<file path="src/rtl/link_supervisor.sv">
// Link supervisor: qualifies the link from code_status, generates K28.5/D16.2 idles and frames packets with K27.7/K29.7.
// Build option: define LINK_STATS_EN to implement the sync-loss counter; otherwise sync_loss_cnt is tied to zero.
module link_supervisor #(
    parameter logic [7:0] LINK_TIMER = 8'd16
) (
    input  logic       clk,
    input  logic       RESET,
    input  logic       code_status,
    input  logic       tx_req,
    input  logic [9:0] tx_data_cg,
    output logic       tx_grant,
    output logic [9:0] tx_code_group,
    output logic       link_up,
    output logic [7:0] sync_loss_cnt
);

    localparam logic [9:0] K28_5 = 10'b1100000101;
    localparam logic [9:0] D16_2 = 10'b1001000101;
    localparam logic [9:0] K27_7 = 10'b1101101000;
    localparam logic [9:0] K29_7 = 10'b1011101000;

    localparam int LINK_DOWN_B = 0;
    localparam int LINK_WAIT_B = 1;
    localparam int UP_IDLE_B   = 2;
    localparam int UP_DATA_B   = 3;

    localparam logic [3:0] S_LINK_DOWN = 4'b0001;
    localparam logic [3:0] S_LINK_WAIT = 4'b0010;
    localparam logic [3:0] S_UP_IDLE   = 4'b0100;
    localparam logic [3:0] S_UP_DATA   = 4'b1000;

    logic [3:0] state;
    logic [3:0] state_nxt;
    logic       phase;
    logic       phase_nxt;
    logic [7:0] timer;
    logic [7:0] timer_nxt;
    logic [9:0] tx_cg_nxt;

    always_ff @(posedge clk) begin
        if (RESET) begin
            state <= S_LINK_DOWN;
        end else begin
            state <= state_nxt;
        end
    end

    // Loss of sync in either up state wins over any transmit request.
    always_comb begin
        state_nxt = state;
        case (state)
            S_LINK_DOWN: begin
                if (code_status) state_nxt = S_LINK_WAIT;
            end
            S_LINK_WAIT: begin
                if (!code_status)             state_nxt = S_LINK_DOWN;
                else if (timer == LINK_TIMER) state_nxt = S_UP_IDLE;
            end
            S_UP_IDLE: begin
                if (!code_status)          state_nxt = S_LINK_DOWN;
                else if (tx_req && !phase) state_nxt = S_UP_DATA;
            end
            S_UP_DATA: begin
                if (!code_status) state_nxt = S_LINK_DOWN;
                else if (!tx_req) state_nxt = S_UP_IDLE;
            end
            default: state_nxt = S_LINK_DOWN;
        endcase
    end

    // phase names the idle symbol emitted at the next edge: 0 -> K28.5, 1 -> D16.2.
    always_comb begin
        tx_grant  = 1'b0;
        tx_cg_nxt = phase ? D16_2 : K28_5;
        phase_nxt = ~phase;
        timer_nxt = timer;
        case (state)
            S_LINK_DOWN: begin
                timer_nxt = code_status ? 8'd1 : 8'd0;
            end
            S_LINK_WAIT: begin
                if (!code_status || timer == LINK_TIMER) timer_nxt = 8'd0;
                else                                     timer_nxt = timer + 8'd1;
            end
            S_UP_IDLE: begin
                if (!code_status) begin
                    tx_cg_nxt = K28_5;
                    phase_nxt = 1'b0;
                end else if (tx_req && !phase) begin
                    tx_cg_nxt = K27_7;
                end
            end
            S_UP_DATA: begin
                tx_grant  = tx_req & code_status;
                phase_nxt = phase;
                if (!code_status) begin
                    tx_cg_nxt = K28_5;
                    phase_nxt = 1'b0;
                end else if (tx_req) begin
                    tx_cg_nxt = tx_data_cg;
                end else begin
                    tx_cg_nxt = K29_7;
                    phase_nxt = 1'b0;
                end
            end
            default: begin
                tx_cg_nxt = K28_5;
                phase_nxt = 1'b0;
                timer_nxt = 8'd0;
            end
        endcase
    end

    always_ff @(posedge clk) begin
        if (RESET) begin
            phase         <= 1'b0;
            timer         <= 8'd0;
            tx_code_group <= K28_5;
            link_up       <= 1'b0;
        end else begin
            phase         <= phase_nxt;
            timer         <= timer_nxt;
            tx_code_group <= tx_cg_nxt;
            link_up       <= state_nxt[UP_IDLE_B] | state_nxt[UP_DATA_B];
        end
    end

`ifdef LINK_STATS_EN
    logic       loss_evt;
    logic [7:0] loss_cnt;

    assign loss_evt = (state[UP_IDLE_B] | state[UP_DATA_B]) & ~code_status;

    // Saturating count of up-to-down transitions; reset clears rather than counts.
    always_ff @(posedge clk) begin
        if (RESET) begin
            loss_cnt <= 8'd0;
        end else if (loss_evt && loss_cnt != 8'hFF) begin
            loss_cnt <= loss_cnt + 8'd1;
        end
    end

    assign sync_loss_cnt = loss_cnt;
`else
    assign sync_loss_cnt = 8'h00;
`endif

endmodule

</file>
<file path="config.mk">
export PLATFORM = sky130hd
export DESIGN_NAME = link_supervisor
export DESIGN_NICKNAME = d
export VERILOG_FILES = /design/src/rtl/link_supervisor.sv
export SDC_FILE = /design/constraint.sdc
export NUM_CORES = 1
export LEC_CHECK = 0
export ABC_AREA = 1
export ABC_CLOCK_PERIOD_IN_PS = 1500
export BUFFER_PORTS_ARGS = -buffer_cell sky130_fd_sc_hd__buf_4
export CAP_MARGIN = 10
export CORE_MARGIN = 2
export CORE_UTILIZATION = 25
export CTS_BUF_LIST = sky130_fd_sc_hd__clkbuf_8
export DETAILED_ROUTE_END_ITERATION = 8
export GPL_TIMING_DRIVEN = 0
export PLACE_DENSITY = 0.55
export SLEW_MARGIN = 0
export SYNTH_ARGS = -nofsm -noshare
export SYNTH_HDL_FRONTEND = slang
export SYNTH_SLANG_ARGS = --single-unit
</file>
<file path="constraint.sdc">
create_clock -name clk -period 1.5 [get_ports clk]
set_clock_uncertainty 0.05 [all_clocks]
set_input_delay 0.15 -clock clk [delete_from_list [all_inputs] [get_ports clk]]
set_output_delay 0.15 -clock clk [all_outputs]
set_load 0.005 [all_outputs]
</file>
; ---- After elaboration in Yosys (flattened, before gate mapping)
; Index checks and enable logic that the tools add are counted.
[op_classes]
eq_ne = 9
bitwise_logic = 3
reduce_logical = 7
n_mux = 22
n_addsub = 1
[ops]
columns = operator, n
row1 = 10-bit one-hot mux with 3 select lines, 1
row2 = 4-bit two-way mux, 7
row3 = 9-bit two-way mux, 3
row4 = 8-bit one-hot mux with 3 select lines, 1
row5 = 10-bit two-way mux, 2
row6 = 4-bit one-hot mux with 4 select lines, 1
row7 = "3-bit inequality test, second input constant", 3
row8 = "8-bit by 1-bit adder with 8-bit output, second input constant", 1
row9 = "8-bit by 5-bit equality test with 1-bit output, second input constant", 1
row10 = 8-bit two-way mux, 1
row11 = 1-bit two-way mux, 5
row12 = "4-bit by 1-bit equality test with 1-bit output, second input constant", 1
row13 = "4-bit by 2-bit equality test with 1-bit output, second input constant", 1
row14 = "4-bit by 3-bit equality test with 1-bit output, second input constant", 1
row15 = "4-bit equality test, second input constant", 1
row16 = 4-bit AND reduction, 1
row17 = 2-bit OR reduction, 2
row18 = 1-bit one-hot mux with 3 select lines, 1
row19 = 1-bit logical NOT, 2
row20 = "2-bit inequality test, second input constant", 1
row21 = 1-bit bitwise AND, 1
row22 = 1-bit logical AND, 1
row23 = 1-bit logical OR, 1
row24 = 1-bit inverter, 1
row25 = 1-bit bitwise OR, 1
[totals]
wordCells = 48
out_inout_bits = 20
reg_bits = 24
inputBits = 14

; ---- Depth between registers and ports, before layout
[logic_depth]
depth_word = 6
ltp_mapped = 10
depth_no_buf = 10

; ---- Least setup slack after synthesis
; Ideal clock, no wire load.
[synth_path]
kind = register to register
start = reg timer[0]
end = reg timer[2]
stages_incl_launch_ff = 10
arrival_time_ps = 999
setup_slack_ps = 335
path_buffers = 0
path_cell_list = dfxtp_1 > inv_1 > ha_1 > inv_1 > nor2_1 > nand2_1 > nand2_1 > nand2_1 > nand2_1 > nor2_1
[synth_via]
elab_chain_len = 4
word_cells_on_any_way = 5
cone_classes = 1 x add/sub / 1 x eq/ne / 2 x mux / 1 x reduce/logical
[synth_rtl]
columns = item, line
row1 = "start, declared", 36  ; logic [7:0] timer;
row2 = "start signal, assigned", 122  ; timer <= timer_nxt;
row3 = "parallel branches: the longest is 2 deep, another holds 8-bit by 1-bit adder with 8-bit output", --
row4 = 8-bit two-way mux (*), 82  ; if (!code_status || timer == LINK_TIMER) timer_nxt = 8'd0;
row5 = 8-bit one-hot mux with 3 select lines (*), 77  ; case (state)
; Every way passes the cells marked *.
; A chain may end at the register's enable or synchronous reset.

; ---- Worst setup path in the final report
[layout_path]
start = reg state[0]
end = out tx_grant
[layout_via]
elab_chain_len = 2
[layout_rtl]
columns = item, line
row1 = "start, declared", 32  ; logic [3:0] state;
row2 = "start signal, assigned", 44  ; state <= state_nxt;
row3 = 4-bit equality test, 77
row4 = 1-bit two-way mux, 77
row5 = "end, declared", 11  ; output logic tx_grant,
; Every way passes these cells.

==> metrics.txt <==
Max H-tree Level=1; outcome=completed; Mapped Area=around 1300 sq um; Final Worst Setup Slack=approximately 0.075 ns; Clock Pin Slew Worst Setup and Hold Paths=approximately 0.090 ns; Post-synth top cells=nand2_1, nor2_1, inv_1, dfxtp_1, a21oi_1; placed cell area=approximately 1600 sq um; DRC=0; num rows=26; CP required=about 1.3 ns; EDFF count, synth=0; Pleak=about 0.85 nW; wire per inst=around 9.7 um; ratio of cells with drive above 1 in the final layout=23.6%; register bit count reported by yosys=24; Highest Clock Rate=about 700 MHz; drt total wl=3020 um; share of the synthesized area in the top cell type=a little under two fifths; Crit Path Class=flip-flop to output port; antenna-violating nets left=0; Area contributors post-synth=dfxtp_1, nand2_1, nor2_1; clock sink count=24; Clock Latency Late Sink=about 0.27 ns; first-pass GRT wire length=~5400 um; hold_ws=between 0.04 and 0.05 ns; Overflow after GRT=0; initial antenna violation count=0; Finished Cell Area=between 1500 and 2000 sq um; CTS tree=done; leading area contributor after synthesis=dfxtp_1; vias in the first global route=between 1k and 1.5k; Top Ports=34; post-DP HPWL=about 2200 um; # diodes=0; syn_area_per_cell=6.39 sq um; Max VDD drop=0.495 mV; ys flop type=dfxtp_1; initial DRC count=around 70; IO buf count=25; GRT Resource Usage Total=between 10% and 20%; most common cell in the netlist=nand2_1; ys async rst share=0%; largest net degree at the start of global routing=15; Via density=4.13; synth unique cells=19; Hold/Removal Path Class=input pin to flip-flop; fin cells=around 310; core area=slightly above 5000 sq um; Final #Nets=around 260; Final Cycle Share=a little over nine tenths; worst-path maximum fanout=3; final slew viol count=0; Placed Cells=around 310; fillers=between 500 and 600; pre-CTS WS=~0.094 ns; Seq/Total Area, Yosys=37.0%; die footprint=5780 sq um; CP endpoint kind=output port; Initial DRT Pass Iterations=4; Final Hold Viols=0; pwr/cell area=around 810 nW/um^2; Area Growth Syn to Fin=32.6%; internal reg-to-reg setup slack=around 0.12 ns; setup TNS=0 ns; GP Congestion=between 0.7 and 0.8; Die Y-Extent=approximately 76 um; vias post-DR=between 1k and 1.5k; Root Buffer=clkbuf_8; Final Critical Period=roughly 1.4 ns; Arr. time, crit path=around 1.2 ns; Initial Utilization=~26%; CP Launch Type=flip-flop; maximum root-to-sink buffer count=2; Final setup viols=0; YS warnings=0; Num CTS Buffers=3; Cells after Synth=a little over 200; Max Cap Violations=0; Die X-Extent=~76 um
-- kinds of logic (layout without fill, tap and decap cells) --
group / count (synthesis) / after routing / synth area share (%)
and+or+nand+nor: 120 / 120 / 40.2
buffers and inverters: 36 / 68 / 12.7
other: 1 / 8 / 0.289
AOI/OAI and AO/OA: 20 / 20 / 7.81
DFF: 24 / 24 / 37.0
adders and majority gates: 2 / 2 / 1.93
-- cell usage in the layout, fill, tap and decap left out, drive strengths merged --
cell	netlist	final
dlygate4sd3	0	1
nand4	4	4
nor2	38	38
a21oi	13	13
inv	27	27
conb	1	8
clkbuf	1	4
nor3	1	1
buf	8	35
nand2	65	65
bufinv	0	1
a31oi	1	1
dfxtp	24	24
nand3	12	12
ha	2	2
o21ai	6	6
-- layout make-up --
cell class	count	area, sq um	area share (%)
repair buffers	28	213	12.4
well taps	70	87.6	5.09
plain buffers	9	63.8	3.71
flip-flops and latches	24	483	28.1
clock inverters	1	30.0	1.75
inverters	27	101	5.89
clock buffers	3	41.3	2.40
multi-input cells	150	701	40.7
-- worst max-delay path: stages (launching register included) --
cell and delay, ns:
dfxtp_1 0.38, nor2_4 0.16, nand2_4 0.07, nor2_4 0.09, nand2_2 0.08, inv_2 0.07, buf_4 0.10
-- sequential cells by signal, summed over array words and instances (netlist names) --
name and count:
tx_code_group 10, timer 8, phase 1, state 4, link_up 1
-- stage by stage --
stage / total power [mW] / util, %
after floorplan: 0.767 / -
after global placement: 0.828 / 31.7
after detailed placement: 0.829 / 31.7
after CTS: 1.42 / 33.5
after global routing: 1.48 / 34.1
final: 1.40 / 34.1
-- what timing repair did --
| action | CTS | global route |
|---|---|---|
| pin swaps | 1 | 1 |
| endpoints found under the setup margin | 1 | 8 |
| setup buffers | 1 | 1 |
| resized for setup | 1 | 8 |
| cloned | 0 | 0 |
| hold endpoints to repair | 1 | 0 |
| hold buffers | 1 | 0 |
-- where the power goes --
part,leakage [nW],internal (mW),switching (mW)
Combinational,0.615,0.0741,0.0827
Clock,0.0357,0.357,0.218
Sequential,0.196,0.654,0.0125
Total,0.847,1.08,0.313
-- worst paths after layout --
path	endpoint	startpoint	depth (start not counted)
worst max-delay path	tx_grant	state[0]$_SDFFE_PP1P_	6
worst min-delay path	tx_code_group[9]$_SDFF_PP1_	RESET	3
worst max register to register	timer[4]$_SDFFE_PP0N_	state[0]$_SDFFE_PP1P_	7
worst min register to register	timer[5]$_SDFFE_PP0N_	timer[5]$_SDFFE_PP0N_	2
-- per-layer routing --
metal  wire [um]  GRT usage [%]  part of all wire, %  vias up
li1            -              -                    -      689
met1        1440           14.3                   48      572
met2        1440           18.5                   48       24
met3         128           3.32                  4.2        2
met4           8           1.64                 0.27        0
met5           0              0                    0        -
Note: power is estimated with default switching activity, not from simulation.
